===== src/rtl/eq_round_ctrl.sv =====
// -----------------------------------------------------------------------------
// eq_round_ctrl
//
// Sequences one comparison round for the eq4 equality datapath. The user enters
// operand A with a rising edge on push1 and operand B with a rising edge on
// push2. The controller then strobes the external comparator for one cycle,
// latches its verdict onto the LED for HOLD cycles and updates saturating
// match/mismatch tallies. If B is not entered within TIMEOUT cycles, the round
// is aborted and err is shown for HOLD cycles instead.
//
// Parameters
//   W        operand width (switch bus / comparator width)
//   CW       width of match_cnt / miss_cnt
//   HOLD     cycles the verdict or the error indication is held (>= 1)
//   TIMEOUT  maximum cycles spent waiting for B before aborting (>= 2)
//
// Ports
//   clk        in   1    single clock, rising edge
//   reset      in   1    synchronous, active-high; clears every register
//   no         in   W    operand switches
//   push1      in   1    level; a rising edge enters A
//   push2      in   1    level; a rising edge enters B
//   eq_in      in   1    comparator result, combinational on op_a/op_b
//   op_a       out  W    latched operand A
//   op_b       out  W    latched operand B
//   cmp_valid  out  1    one-cycle strobe; eq_in is sampled at the end of it
//   ledpin     out  1    verdict display (1 = equal)
//   err        out  1    timeout indication
//   busy       out  1    high whenever a round is in progress
//   match_cnt  out  CW   saturating count of equal rounds
//   miss_cnt   out  CW   saturating count of unequal rounds
// -----------------------------------------------------------------------------
module eq_round_ctrl #(
  parameter int W       = 4,
  parameter int CW      = 8,
  parameter int HOLD    = 8,
  parameter int TIMEOUT = 16
) (
  input  logic          clk,
  input  logic          reset,
  input  logic [W-1:0]  no,
  input  logic          push1,
  input  logic          push2,
  input  logic          eq_in,
  output logic [W-1:0]  op_a,
  output logic [W-1:0]  op_b,
  output logic          cmp_valid,
  output logic          ledpin,
  output logic          err,
  output logic          busy,
  output logic [CW-1:0] match_cnt,
  output logic [CW-1:0] miss_cnt
);

  // One timer serves both the WAIT_B timeout and the SHOW/ERR hold period,
  // so it is sized for the larger of the two terminal counts.
  localparam int MAXC = (HOLD > TIMEOUT) ? HOLD : TIMEOUT;
  localparam int TW   = $clog2(MAXC + 1);

  localparam logic [TW-1:0] HOLD_LAST = TW'(HOLD - 1);
  localparam logic [TW-1:0] TO_LAST   = TW'(TIMEOUT - 1);
  localparam logic [TW-1:0] TIMER_ONE = TW'(1);

  typedef enum logic [2:0] {
    IDLE   = 3'd0,
    WAIT_B = 3'd1,
    CMP    = 3'd2,
    SHOW   = 3'd3,
    ERR    = 3'd4
  } state_t;

  state_t        state;
  logic [TW-1:0] timer;
  logic          push1_q;
  logic          push2_q;
  logic          r1;
  logic          r2;

  // Tallies stop at all-ones instead of wrapping back to zero.
  function automatic logic [CW-1:0] sat_inc(input logic [CW-1:0] v);
    if (&v) sat_inc = v;
    else    sat_inc = v + CW'(1);
  endfunction

  // Rising-edge detect: a held button produces exactly one edge.
  assign r1 = push1 & ~push1_q;
  assign r2 = push2 & ~push2_q;

  always_ff @(posedge clk) begin
    if (reset) begin
      state     <= IDLE;
      timer     <= '0;
      push1_q   <= 1'b0;
      push2_q   <= 1'b0;
      op_a      <= '0;
      op_b      <= '0;
      cmp_valid <= 1'b0;
      ledpin    <= 1'b0;
      err       <= 1'b0;
      busy      <= 1'b0;
      match_cnt <= '0;
      miss_cnt  <= '0;
    end else begin
      push1_q   <= push1;
      push2_q   <= push2;
      // cmp_valid is only ever a single-cycle pulse out of WAIT_B.
      cmp_valid <= 1'b0;

      case (state)
        IDLE: begin
          busy   <= 1'b0;
          ledpin <= 1'b0;
          err    <= 1'b0;
          // B before A, or both at once, is ignored.
          if (r1 && !r2) begin
            op_a  <= no;
            timer <= '0;
            busy  <= 1'b1;
            state <= WAIT_B;
          end
        end

        WAIT_B: begin
          timer <= timer + TIMER_ONE;
          // A valid B edge wins over a timeout landing in the same cycle.
          if (r2 && !r1) begin
            op_b      <= no;
            cmp_valid <= 1'b1;
            state     <= CMP;
          end else if (r1 && !r2) begin
            op_a  <= no;
            timer <= '0;
          end else if (timer == TO_LAST) begin
            timer  <= '0;
            err    <= 1'b1;
            ledpin <= 1'b0;
            state  <= ERR;
          end
        end

        CMP: begin
          // eq_in reflects op_a/op_b latched on the previous edge.
          ledpin <= eq_in;
          timer  <= '0;
          if (eq_in) match_cnt <= sat_inc(match_cnt);
          else       miss_cnt  <= sat_inc(miss_cnt);
          state  <= SHOW;
        end

        SHOW: begin
          timer <= timer + TIMER_ONE;
          // A new A entry cuts the display short and starts the next round.
          if (r1 && !r2) begin
            ledpin <= 1'b0;
            op_a   <= no;
            timer  <= '0;
            state  <= WAIT_B;
          end else if (timer == HOLD_LAST) begin
            ledpin <= 1'b0;
            busy   <= 1'b0;
            state  <= IDLE;
          end
        end

        ERR: begin
          timer  <= timer + TIMER_ONE;
          ledpin <= 1'b0;
          if (timer == HOLD_LAST) begin
            err   <= 1'b0;
            busy  <= 1'b0;
            state <= IDLE;
          end
        end

        default: begin
          // Unused encodings fall back to a quiet IDLE.
          timer  <= '0;
          ledpin <= 1'b0;
          err    <= 1'b0;
          busy   <= 1'b0;
          state  <= IDLE;
        end
      endcase
    end
  end

endmodule


===== config.mk =====
export PLATFORM = sky130hd
export DESIGN_NAME = eq_round_ctrl
export DESIGN_NICKNAME = d
export VERILOG_FILES = /design/src/rtl/eq_round_ctrl.sv
export SDC_FILE = /design/constraint.sdc
export NUM_CORES = 1
export LEC_CHECK = 0
export ABC_AREA = 1
export CORE_MARGIN = 2
export CORE_UTILIZATION = 50
export DETAILED_ROUTE_END_ITERATION = 10
export PLACE_DENSITY = 0.78
export SYNTH_ARGS = -nofsm -noshare
export SYNTH_HDL_FRONTEND = slang
export SYNTH_SLANG_ARGS = --single-unit

===== constraint.sdc =====
create_clock -name clk -period 2.2 [get_ports clk]
set_input_delay 0.33 -clock clk [delete_from_list [all_inputs] [get_ports clk]]
set_output_delay 0.33 -clock clk [all_outputs]
set_load 0.03 [all_outputs]

* Yosys cells after proc, flatten, opt, wreduce, memory -nomap -nowiden *
Index checks and enable logic that the tools add are counted.
W data, S select, Z words.

storage, ports and cells
  flip-flop bits (word level) = 38
  input port bits = 9
  output and inout bits = 28
  word-level logic and storage cells = 91

operators by class
  $add $sub $neg = 3
  equal/unequal tests = 15
  multiplexer cells = 31
  bitwise operators = 10
  reduce and logical (&&, ||, !) cells = 20

operator list
  kind                   number
  $mux W5                5
  $pmux W5 S4            1
  $mux W3                6
  $add A8 B1 Y8 const B  2
  $reduce_and A8 Y1      2
  $pmux W3 S5            1
  $mux W1                12
  $ne A2 B2 Y1 const B   6
  $ne A3 B3 Y1 const B   3
  $reduce_and A3 Y1      3
  $mux W4                2
  $not A1 Y1             8
  $pmux W4 S2            1
  $reduce_or A2 Y1       4
  $eq A3 B2 Y1 const B   2
  $pmux W1 S3            2
  $reduce_and A2 Y1      3
  $add A5 B1 Y5 const B  1
  $eq A5 B3 Y1 const B   1
  $eq A5 B4 Y1 const B   1
  $reduce_and A5 Y1      1
  $pmux W1 S4            1
  $reduce_and A4 Y1      1
  $eq A3 B1 Y1 const B   1
  6 further kinds        9

* Logic depth before layout (Yosys ltp) *
Gate-level depths: netlist (run 1).

  depth in word-level cells = 7
  gate-level depth with buffers = 11
  mapped depth without buffers = 11

* Least setup slack after synthesis (run 1) *
Ideal clock, no wire load.

  kind = register to register
  from = register match_cnt[1]
  to = register match_cnt[2]
  library setup time = 0.116 ns
  arrival = 1.409 ns
  data required time = 2.084 ns
  path slack = 0.675 ns
  cell stages (with the launch flop) = 9
  path buffers = 0
  clock period less this slack = 1.525 ns
  path through = dfxtp_1 > ha_1 > inv_1 > nor2_1 > nand2_1 > nand2_4 > inv_4 > a21oi_1 > nor2_1

between the ends
  word-level cells in the longest chain between the ends = 3
  elaborated cells on any way between the ends = 4
  those cells by class = 1 x add/sub; 1 x bitwise; 2 x reduce/logical

ends and longest elaborated chain
  item                                                   RTL line  source
  start: declaration                                     51        output logic [CW-1:0] match_cnt,
  start signal: assignment                               145       if (eq_in) match_cnt <= sat_inc(match_cnt);
  branches (longest 3 deep; another with $add A8 B1 Y8)  -

Parallel ways; which one is timed is not known.
A chain may end at the register's enable or synchronous reset.

* Worst setup path in the final report (run 1) *
  from = register match_cnt[5]
  to = output match_cnt[5]

No word-level cell between the ends.

==> run_results.csv, run 1 <==
group,metric,value,unit
status,outcome,"completed",
clock_network,htree_levels,2,
critical_path,critical_path_required,1.87,ns
detailed_routing,wl_per_cell,10.9,µm
clock_network,clockBufferDepth,2,
global_routing,grt_antenna_before_repair,0,
detailed_routing,drtIter0Drc,108,
sta,hold_viol,0,
yosys,synth_top_area_share,36.8,%
clock_network,ctsResizeCount,0,
sta,maxSlewViolCount,0,
critical_path,slowest_delay,0.71,ns
floorplan,initial_core_util,51.6,%
floorplan,ios,37,
layout,drive_gt1_share,8.52,%
yosys,synth_area_leaders,"dfxtp_1 (37%), nand2_1 (16%), nor2_1 (8.9%)",
yosys,synthFlopType,"dfxtp_1",
layout,multiInputGateArea,1100,µm²
hold_path,worst_hold_path_type,"reg -> reg",
global_routing,grt_start_max_net_pins,21,
yosys,synth_fa_ha_area_share,3.03,%
detailed_routing,top_layer_used,"met4",
clock_network,cts.sinks,38,
critical_path,endpoint_kind,"output pin",
power,leakagePower,1.16,nW
detailed_routing,totalWireLength,4.37,mm
sta,clock_skew,0.00609,ns
sta,rsz0062_at_grt,"no",
detailed_routing,via_per_inst,4.95,
yosys,async_flop_share,0,%
clock_network,post_cts_buffers,0,
layout,fin_nets,365,
floorplan,die_w,68.3,µm
placed_design,io_buffer_count,36,
layout,fillers,383,
placed_design,place.gp.congestion,0.892,
detailed_routing,num_vias,1990,
global_routing,grt_pass1_wl,7.16,mm
sta,finalCritPeriodShare,80.1,%
power,ir_worst_vdd,0.415,mV
sta,finalSetupViolations,0,
clock_network,cts_tree,"done",
sta,setup_ws,0.438,ns
clock_network,clk_pin_slew,0.08,ns
critical_path,crit_path_cell_trace,"clkdlybuf4s50_1",
critical_path,r2r_start,"timer[1]",
critical_path,crit_slowest_cell,"clkdlybuf4s50_1",
hold_path,min_to,"op_b[0]",
floorplan,core,4000,µm²
yosys,synth_most_common_cell,"nand2_1",
yosys,synthCells,311,
clock_network,root_buffer,"clkbuf_8",
placed_design,preCtsSetupSlack,0.409,ns
yosys,synthTopCellsByCount,"nand2_1 (87), nor2_1 (49), inv_1 (40)",
critical_path,reg2reg_to,"timer[0]",
floorplan,row_count,23,
global_routing,grt_pass1_vias,1674,
detailed_routing,route.met2.wl,1.92,mm
clock_network,cts_buffers,5,
sta,fmax,568,MHz
yosys,ys_seq_area_share,36.8,%
critical_path,critPathMaxFanout,6,
yosys,synth-simple-area-share,37.8,%
sta,worst_pin_slew,0.580,ns
global_routing,grt-ovfl-total,0,
detailed_routing,met1Wirelength,2.14,mm
yosys,synth-compound-area-share,9.15,%
yosys,synth_xor_area_share,3.39,%
clock_network,hold_buffers,0,
power,power_density,722,nW/µm²
yosys,synthMuxAreaShare,0,%
yosys,ys_types,28,
layout,n_antenna_cell,0,
detailed_routing,met3_wirelength,254,µm
yosys,synth.ff_latch_count,38,
critical_path,cp_top_family,"buffers and inverters",
detailed_routing,ant_nets,0,
clock_network,clock_latency,0.29,ns
critical_path,path_buf_inv,1,
yosys,syn_area_per_cell,6.64,µm²
critical_path,critPathKind,"reg -> out",
placed_design,place_hpwl,3.26,mm
yosys,synth_edf_count,0,
layout,syn2layout_area_growth,25.1,%
yosys,synth_area,2070,µm²
critical_path,arrival,1.43,ns
global_routing,grt.total_usage,20.5,%
yosys,yosysWarnings,0,
critical_path,reg2reg_depth,9,
yosys,syn-num-nets,325,
power,total_power,1.87,mW
sta,max-slew-margin-rel,61.3,%
job,maxCapViolCount,0,
floorplan,dieArea,4660,µm²
floorplan,die_h,68.3,µm
detailed_routing,drc,0,
sta,fin_tns_setup,0,ns
yosys,yosys.area.top_type,"dfxtp_1",
hold_path,min_path_cells,2,
hold_path,min_from,"op_b[0]",
layout,regArea,761,µm²
detailed_routing,detail_route.first_pass.iterations,4,
critical_path,critPathLaunchType,"flop",
yosys,synth_top_family_by_area,"simple AND/OR/NAND/NOR gates",
sta,min_period,1.76,ns
critical_path,rrSetupSlack,0.53,ns
==> cell type report <==
cell class	count	share of cell area, %
multi-input cells	223	42.6
clock inverters	3	1.55
repair buffers	37	14.2
inverters	46	7.07
well taps	50	2.42
clock buffers	5	2.66
flip-flops and latches	38	29.4
==> registers in the layout, summed over array words and instances (netlist names) <==
signal     count
busy           1
cmp_valid      1
err            1
ledpin         1
match_cnt      8
miss_cnt       8
op_a           4
op_b           4
push1_q        1
push2_q        1
state          3
timer          5
==> kinds of logic after synthesis <==
| logic type | Yosys count |
|---|---|
| buffers and inverters | 50 |
| XOR/XNOR | 8 |
| AO/OA/AOI/OAI | 36 |
| AND/OR/NAND/NOR | 174 |
| adder cells (fa/ha/maj) | 5 |
| flip-flops | 38 |
==> layout by cell type, fill, tap and decap left out <==
master | netlist | layout
nand4_1 | 3 | 3
nand3_2 | 1 | 1
o22ai_1 | 1 | 1
inv_1 | 40 | 40
nand3_4 | 2 | 2
xnor2_1 | 3 | 3
o21ai_1 | 2 | 2
a31oi_1 | 1 | 1
clkdlybuf4s50_1 | 0 | 36
nor3b_1 | 1 | 1
a21oi_1 | 16 | 16
ha_1 | 5 | 5
xor2_1 | 5 | 5
clkinv_2 | 0 | 2
nand2_1 | 87 | 87
clkbuf_8 | 0 | 5
a21oi_2 | 1 | 1
inv_2 | 2 | 2
nand2_2 | 2 | 2
a21boi_0 | 1 | 1
dfxtp_1 | 38 | 38
bufinv_16 | 0 | 1
nor2_2 | 3 | 3
nand3_1 | 20 | 20
inv_4 | 4 | 4
buf_4 | 1 | 1
o21ai_0 | 14 | 14
nor2_4 | 3 | 3
nand2_4 | 3 | 3
nor2_1 | 49 | 49
==> power breakdown <==
group | switching [mW] | internal, mW | total, mW
clock | 0.254 | 0.334 | 0.588
sequential | 0.0466 | 0.742 | 0.789
combinational | 0.306 | 0.184 | 0.490
total | 0.607 | 1.26 | 1.87
==> through the flow <==
stage	std cells	instance area (µm²)	hold slack, ns	util [%]
after detailed placement	394	2480	0.476	61.9
after floorplan	311	2070	0.455	-
final	402	2580	0.493	64.6
after CTS	402	2580	0.496	64.6
after global routing	402	2580	0.532	64.6
after global placement	394	2480	0.469	61.9
==> how the worst max path moves through the flow <==
stage,cells after the start,to,startpoint
finish,1,match_cnt[5],match_cnt[5]
global route,9,timer[0],timer[1]
floorplan,8,match_cnt[2],match_cnt[1]
detailed placement,8,op_a[0],push1
CTS,1,miss_cnt[2],miss_cnt[2]
global placement,8,op_a[3],push1
==> per-layer routing <==
| metal | GRT usage, % | vias to the layer above |
|---|---|---|
| li1 | - | 1044 |
| met1 | 26.6 | 896 |
| met2 | 32.5 | 43 |
| met3 | 4.61 | 7 |
| met4 | 8.50 | 0 |
| met5 | 0 | - |
(Power assumes the default switching activity.)
==> inputs of run 2 (changes only) <==
==> constraint.sdc (replaced) <==
create_clock -name clk -period 1.7 [get_ports clk]
set_input_delay 0.255 -clock clk [delete_from_list [all_inputs] [get_ports clk]]
set_output_delay 0.255 -clock clk [all_outputs]
set_load 0.03 [all_outputs]
==> run 2 against run 1 <==
Compared with the run above:
- total power up 21%
- combinational power increased by 31%
- clock skew grew 0.0031 ns
- core utilization up 0.41 points
- clock power grew 3%
- largest cell class unchanged
- first-iteration DRC count down 19%
==> run_results.csv, run 2 (synthesis gave the netlist of run 1 again) <==
group,metric,value,unit
status,outcome,"completed",
layout,drive_gt1_share,10.1,%
clock_network,clockBufferDepth,2,
sta,max-slew-margin-rel,61.5,%
critical_path,path_buf_inv,1,
detailed_routing,wl_per_cell,10.6,µm
floorplan,die_h,68.3,µm
placed_design,place_hpwl,3.15,mm
global_routing,grt_busiest_layer,"met2",
floorplan,ios,37,
global_routing,grt-ovfl-total,0,
detailed_routing,ant_nets,0,
critical_path,crit_cells,1,
clock_network,clock_latency,0.30,ns
global_routing,use_met1,26.9,%
placed_design,io_buffer_count,36,
critical_path,rrSetupSlack,0.13,ns
placed_design,preCtsSetupSlack,0.0283,ns
layout,n_antenna_cell,0,
critical_path,critical_path_required,1.44,ns
sta,clock_skew,0.00920,ns
critical_path,crit_slowest_cell,"clkdlybuf4s50_1",
floorplan,dieArea,4660,µm²
clock_network,cts.sinks,38,
sta,finalSetupViolations,0,
global_routing,use_met2,31.6,%
detailed_routing,totalWireLength,4.29,mm
power,leakagePower,1.27,nW
clock_network,clk_pin_slew,0.08,ns
sta,finalCritPeriodShare,97.0,%
placed_design,place.gp.congestion,0.865,
sta,rsz0062_at_grt,"no",
critical_path,endpoint_kind,"output pin",
placed_design,post_dp_cell_area,2510,µm²
sta,min_period,1.65,ns
hold_path,worst_hold_path_type,"reg -> reg",
critical_path,cp_top_family,"buffers and inverters",
global_routing,grt_pass1_wl,7.21,mm
layout,fin_util,65.0,%
layout,reg.largest.list,"match_cnt x8, miss_cnt x8, timer x5",
detailed_routing,drtIter0Drc,88,
clock_network,cts_tree,"done",
detailed_routing,via_per_inst,4.92,
sta,fmax,607,MHz
hold_path,min_path_cells,2,
critical_path,critPathLaunchType,"flop",
sta,maxSlewViolCount,0,
floorplan,core,4000,µm²
layout,final_common_cell,"nand2_1",
power,power_density,871,nW/µm²
critical_path,slowest_delay,0.70,ns
global_routing,grt_pass1_vias,1705,
layout,syn2layout_area_growth,25.9,%
clock_network,root_buffer,"clkbuf_8",
clock_network,htree_levels,2,
critical_path,arrival,1.39,ns
layout,finalNonFillerCells,405,
floorplan,initial_core_util,51.6,%
detailed_routing,detail_route.first_pass.iterations,4,
critical_path,r2r_start,"timer[0]",
critical_path,reg2reg_to,"timer[4]",
critical_path,reg2reg_depth,11,
power,ir_worst_vdd,0.540,mV
layout,fin_nets,369,
detailed_routing,drc,0,
sta,hold_viol,0,
floorplan,row_count,23,
layout,mostFrequentLayoutCells,"nand2_1 (87), nor2_1 (49), inv_1 (40)",
global_routing,grt_start_max_net_pins,21,
sta,fin_tns_setup,0,ns
sta,worst_pin_slew,0.577,ns
layout,fillers,368,
critical_path,startpoint,"match_cnt[7]",
global_routing,grt.total_usage,20.5,%
critical_path,crit_path_cell_trace,"clkdlybuf4s50_1",
floorplan,die_w,68.3,µm
critical_path,critPathMaxFanout,5,
clock_network,hold_buffers,0,
critical_path,critPathKind,"reg -> out",
global_routing,grt_util_met3,6.74,%
layout,fin_area,2600,µm²
sta,setup_ws,0.0516,ns
detailed_routing,num_vias,1993,
clock_network,cts_buffers,5,
job,maxCapViolCount,0,
placed_design,placed_cells,398,
global_routing,grt_antenna_before_repair,0,
critical_path,worstSetupEndpoint,"match_cnt[7]",
-- run 2: final cells by class --
cell class / instances / area [µm²] / share of cell area [%]
inverter: 46 / 183 / 7.02
sequential: 38 / 763 / 29.3
multi-input combinational: 223 / 1100 / 42.5
timing repair buffer: 41 / 409 / 15.7
clock buffer: 5 / 68.8 / 2.65
clock inverter: 2 / 10.0 / 0.385
tap: 50 / 62.6 / 2.41
-- run 2: what timing repair did --
item	CTS	global route
buffers inserted	0	0
setup endpoints to repair	1	9
cloned	0	0
gates resized for setup	1	10
-- run 2: metrics by stage --
step	hold WS [ns]	total power [mW]
after detailed placement	0.476	1.67
after floorplan	0.380	1.48
final	0.492	2.27
after global placement	0.473	1.67
after CTS	0.496	2.27
after global routing	0.521	2.41
-- run 2: how the worst min path moves through the flow --
| stage | start | end | slack (ns) |
|---|---|---|---|
| after floorplan | push1 | push1_q | 0.38 |
| after global placement | err | err | 0.47 |
| after detailed placement | op_b[0] | op_b[0] | 0.48 |
| after CTS | op_b[0] | op_b[0] | 0.50 |
| after global routing | op_b[3] | op_b[3] | 0.52 |
| final | op_b[0] | op_b[0] | 0.49 |
-- run 2: where the power goes --
group	internal, mW	total [mW]	switching [mW]	leakage (nW)
logic	0.244	0.640	0.396	0.913
clock network	0.276	0.607	0.331	0.0438
registers	0.962	1.02	0.0571	0.310
-- run 2: metal layers --
layer	vias up	share of wire (%)
met2	37	44
li1	1058	-
met1	891	50
met4	0	1.1
met5	-	0
met3	7	5.3
==> patch (settings of run 2) <==
Re-encode `state_t` (5 states) as one-hot, 5 bits wide.
--- a/src/rtl/eq_round_ctrl.sv
+++ b/src/rtl/eq_round_ctrl.sv
@@ -63,8 +63,8 @@
 
-  typedef enum logic [2:0] {
-    IDLE   = 3'd0,
-    WAIT_B = 3'd1,
-    CMP    = 3'd2,
-    SHOW   = 3'd3,
-    ERR    = 3'd4
+  typedef enum logic [4:0] {
+    IDLE   = 5'b00001,
+    WAIT_B = 5'b00010,
+    CMP    = 5'b00100,
+    SHOW   = 5'b01000,
+    ERR    = 5'b10000
   } state_t;
Formal check against the unedited RTL: same outputs for any inputs over 10 cycles, from zero or initial values and one cycle with reset high; not proved beyond that.
==> patch against run 2 <==
- worst setup slack got worse by 0.019 ns
- via count rose by 4.6%
- routed wire length up 13%
- count of clock-buffer cells in the layout did not move
- area after synthesis is 7.0% higher
- cell area up 7.4%
- global-route usage is 0.12 points lower
- sequential cell count grew 2
- maximum frequency fell by 1.2%
- highest routed layer unchanged
Power is not compared: it rests on default switching activity, and its combinational part moved more than twofold at a synthesized area within 25%.
==> patch: results (changes against run 2) <==
| Metric | Value |
|---|---|
| Slew HR | `77.3% (+16 points)` |
| Routed len/inst | `11.5 um (+8.9%)` |
| Layout Skew | `0.00317 ns (-0.00603 ns)` |
| HP Start | `timer[3]` |
| Filler cell count | `383 (+4.1%)` |
| Crit path arrival time | `1.41 ns (+0.02 ns)` |
| DRT Pass-1 Iters | `4 (unchanged)` |
| Nets@finish | `380 (+3.0%)` |
| Share of cells above drive strength 1 | `15.3% (+5.1 points)` |
| Netlist cell types | `35 (+25%)` |
| Total Routing Usage GR | `20.4% (-0.12 points)` |
| DR vias | `2085 (+4.6%)` |
| Port Buffers | `36 (unchanged)` |
| Placed Cells | `411 (+3.3%)` |
| Sequential element share of the synthesized area | `36.2% (-0.59 points)` |
| Post-Synthesis Cells | `318 (+2.3%)` |
| Post-DP Area | `2680 um2 (+6.8%)` |
| First-pass GRT wire length | `8210 um (+14%)` |
| Met2 GRT Util | `34.8% (+3.2 points)` |
| GR Util met1 | `24.7% (-2.2 points)` |
| GPL Wtd Cong | `0.888 (+2.6%)` |
| Dominant synthesized flop cell | `dfxtp_1` |
| GR Util met3 | `5.19% (-1.5 points)` |
| Reg clk slew, reported paths | `0.08 ns (about the same)` |
| Top cells by area, synth | `dfxtp_1 36%, nand2_1 12%, nor2_1 9.9%` |
| Iter 0 DRT Violations | `112 (+27%)` |
| Pre-CTS setup slack | `-0.0441 ns (-0.0725 ns)` |
| Syn Nets | `332 (+2.2%)` |
| Dpl hpwl | `3570 um (+13%)` |
| Status | `completed` |
| CP startpoint | `miss_cnt[3]` |
| Largest net degree at the start of global routing | `15 (-29%)` |
| Vias in the first global route | `1915 (+12%)` |
| Synth top cells by count | `68 x nand2_1, 58 x nor2_1, 40 x dfxtp_1` |
| Total wire length | `4830 um (+13%)` |
| Biggest regs | `match_cnt x8, miss_cnt x8` |
| FF-to-FF Start | `timer[1]` |
## patch: cell count changes in the layout (fill, tap and decap cells not counted), moves of 4 or more
cell / delta
inv_1: -7
nand3b_1: +4
nand3_2: +4
nand2_1: -20
buf_4: +5
nor2_2: +4
nor2_1: +8
inv_2: +4
## patch: area by class of cell
| type | instances | area [um2] | share of cell area [%] |
|---|---|---|---|
| flip-flops and latches | 40 | 802 | 28.7 |
| well taps | 52 | 65.1 | 2.33 |
| clock inverters | 3 | 18.8 | 0.672 |
| inverters | 43 | 169 | 6.05 |
| clock buffers | 5 | 68.8 | 2.46 |
| multi-input cells | 230 | 1220 | 43.7 |
| repair buffers | 46 | 450 | 16.1 |
## patch: per-layer routing
metal,wire (um),vias to the layer above
met4,81,0
li1,-,1099
met5,0,-
met2,2370,34
met3,195,8
met1,2180,944
## patch: worst paths after layout
path / endpoint / slack (ns) / cells after the start
max: miss_cnt[3] / 0.03 / 1
min: timer[3] / 0.48 / 2
max reg2reg: err / 0.13 / 10
min reg2reg: timer[3] / 0.48 / 2
## patch: kinds of logic after synthesis
| group | count (synthesis) | synth area share [%] |
|---|---|---|
| simple gates | 177 | 38.3 |
| buf+inv | 48 | 9.12 |
| compound gates | 40 | 10.4 |
| flops | 40 | 36.2 |
| xor+xnor | 8 | 3.17 |
| fa+ha+maj | 5 | 2.83 |
## patch: worst reg2reg max path, stage by stage (launching register included)
cell and delay, ns:
dfxtp_1 0.36, ha_1 0.19, nand2_2 0.09, nor2_2 0.11, ha_1 0.18, inv_2 0.07, o21ai_4 0.20, nand3_1 0.11
nand2_1 0.07, inv_1 0.03, nor2_1 0.09
## patch: timing repair
action,4_1_cts,5_1_grt
pin swaps,0,0
resized for setup,2,12
setup buffers,0,0
setup endpoints to repair,2,10
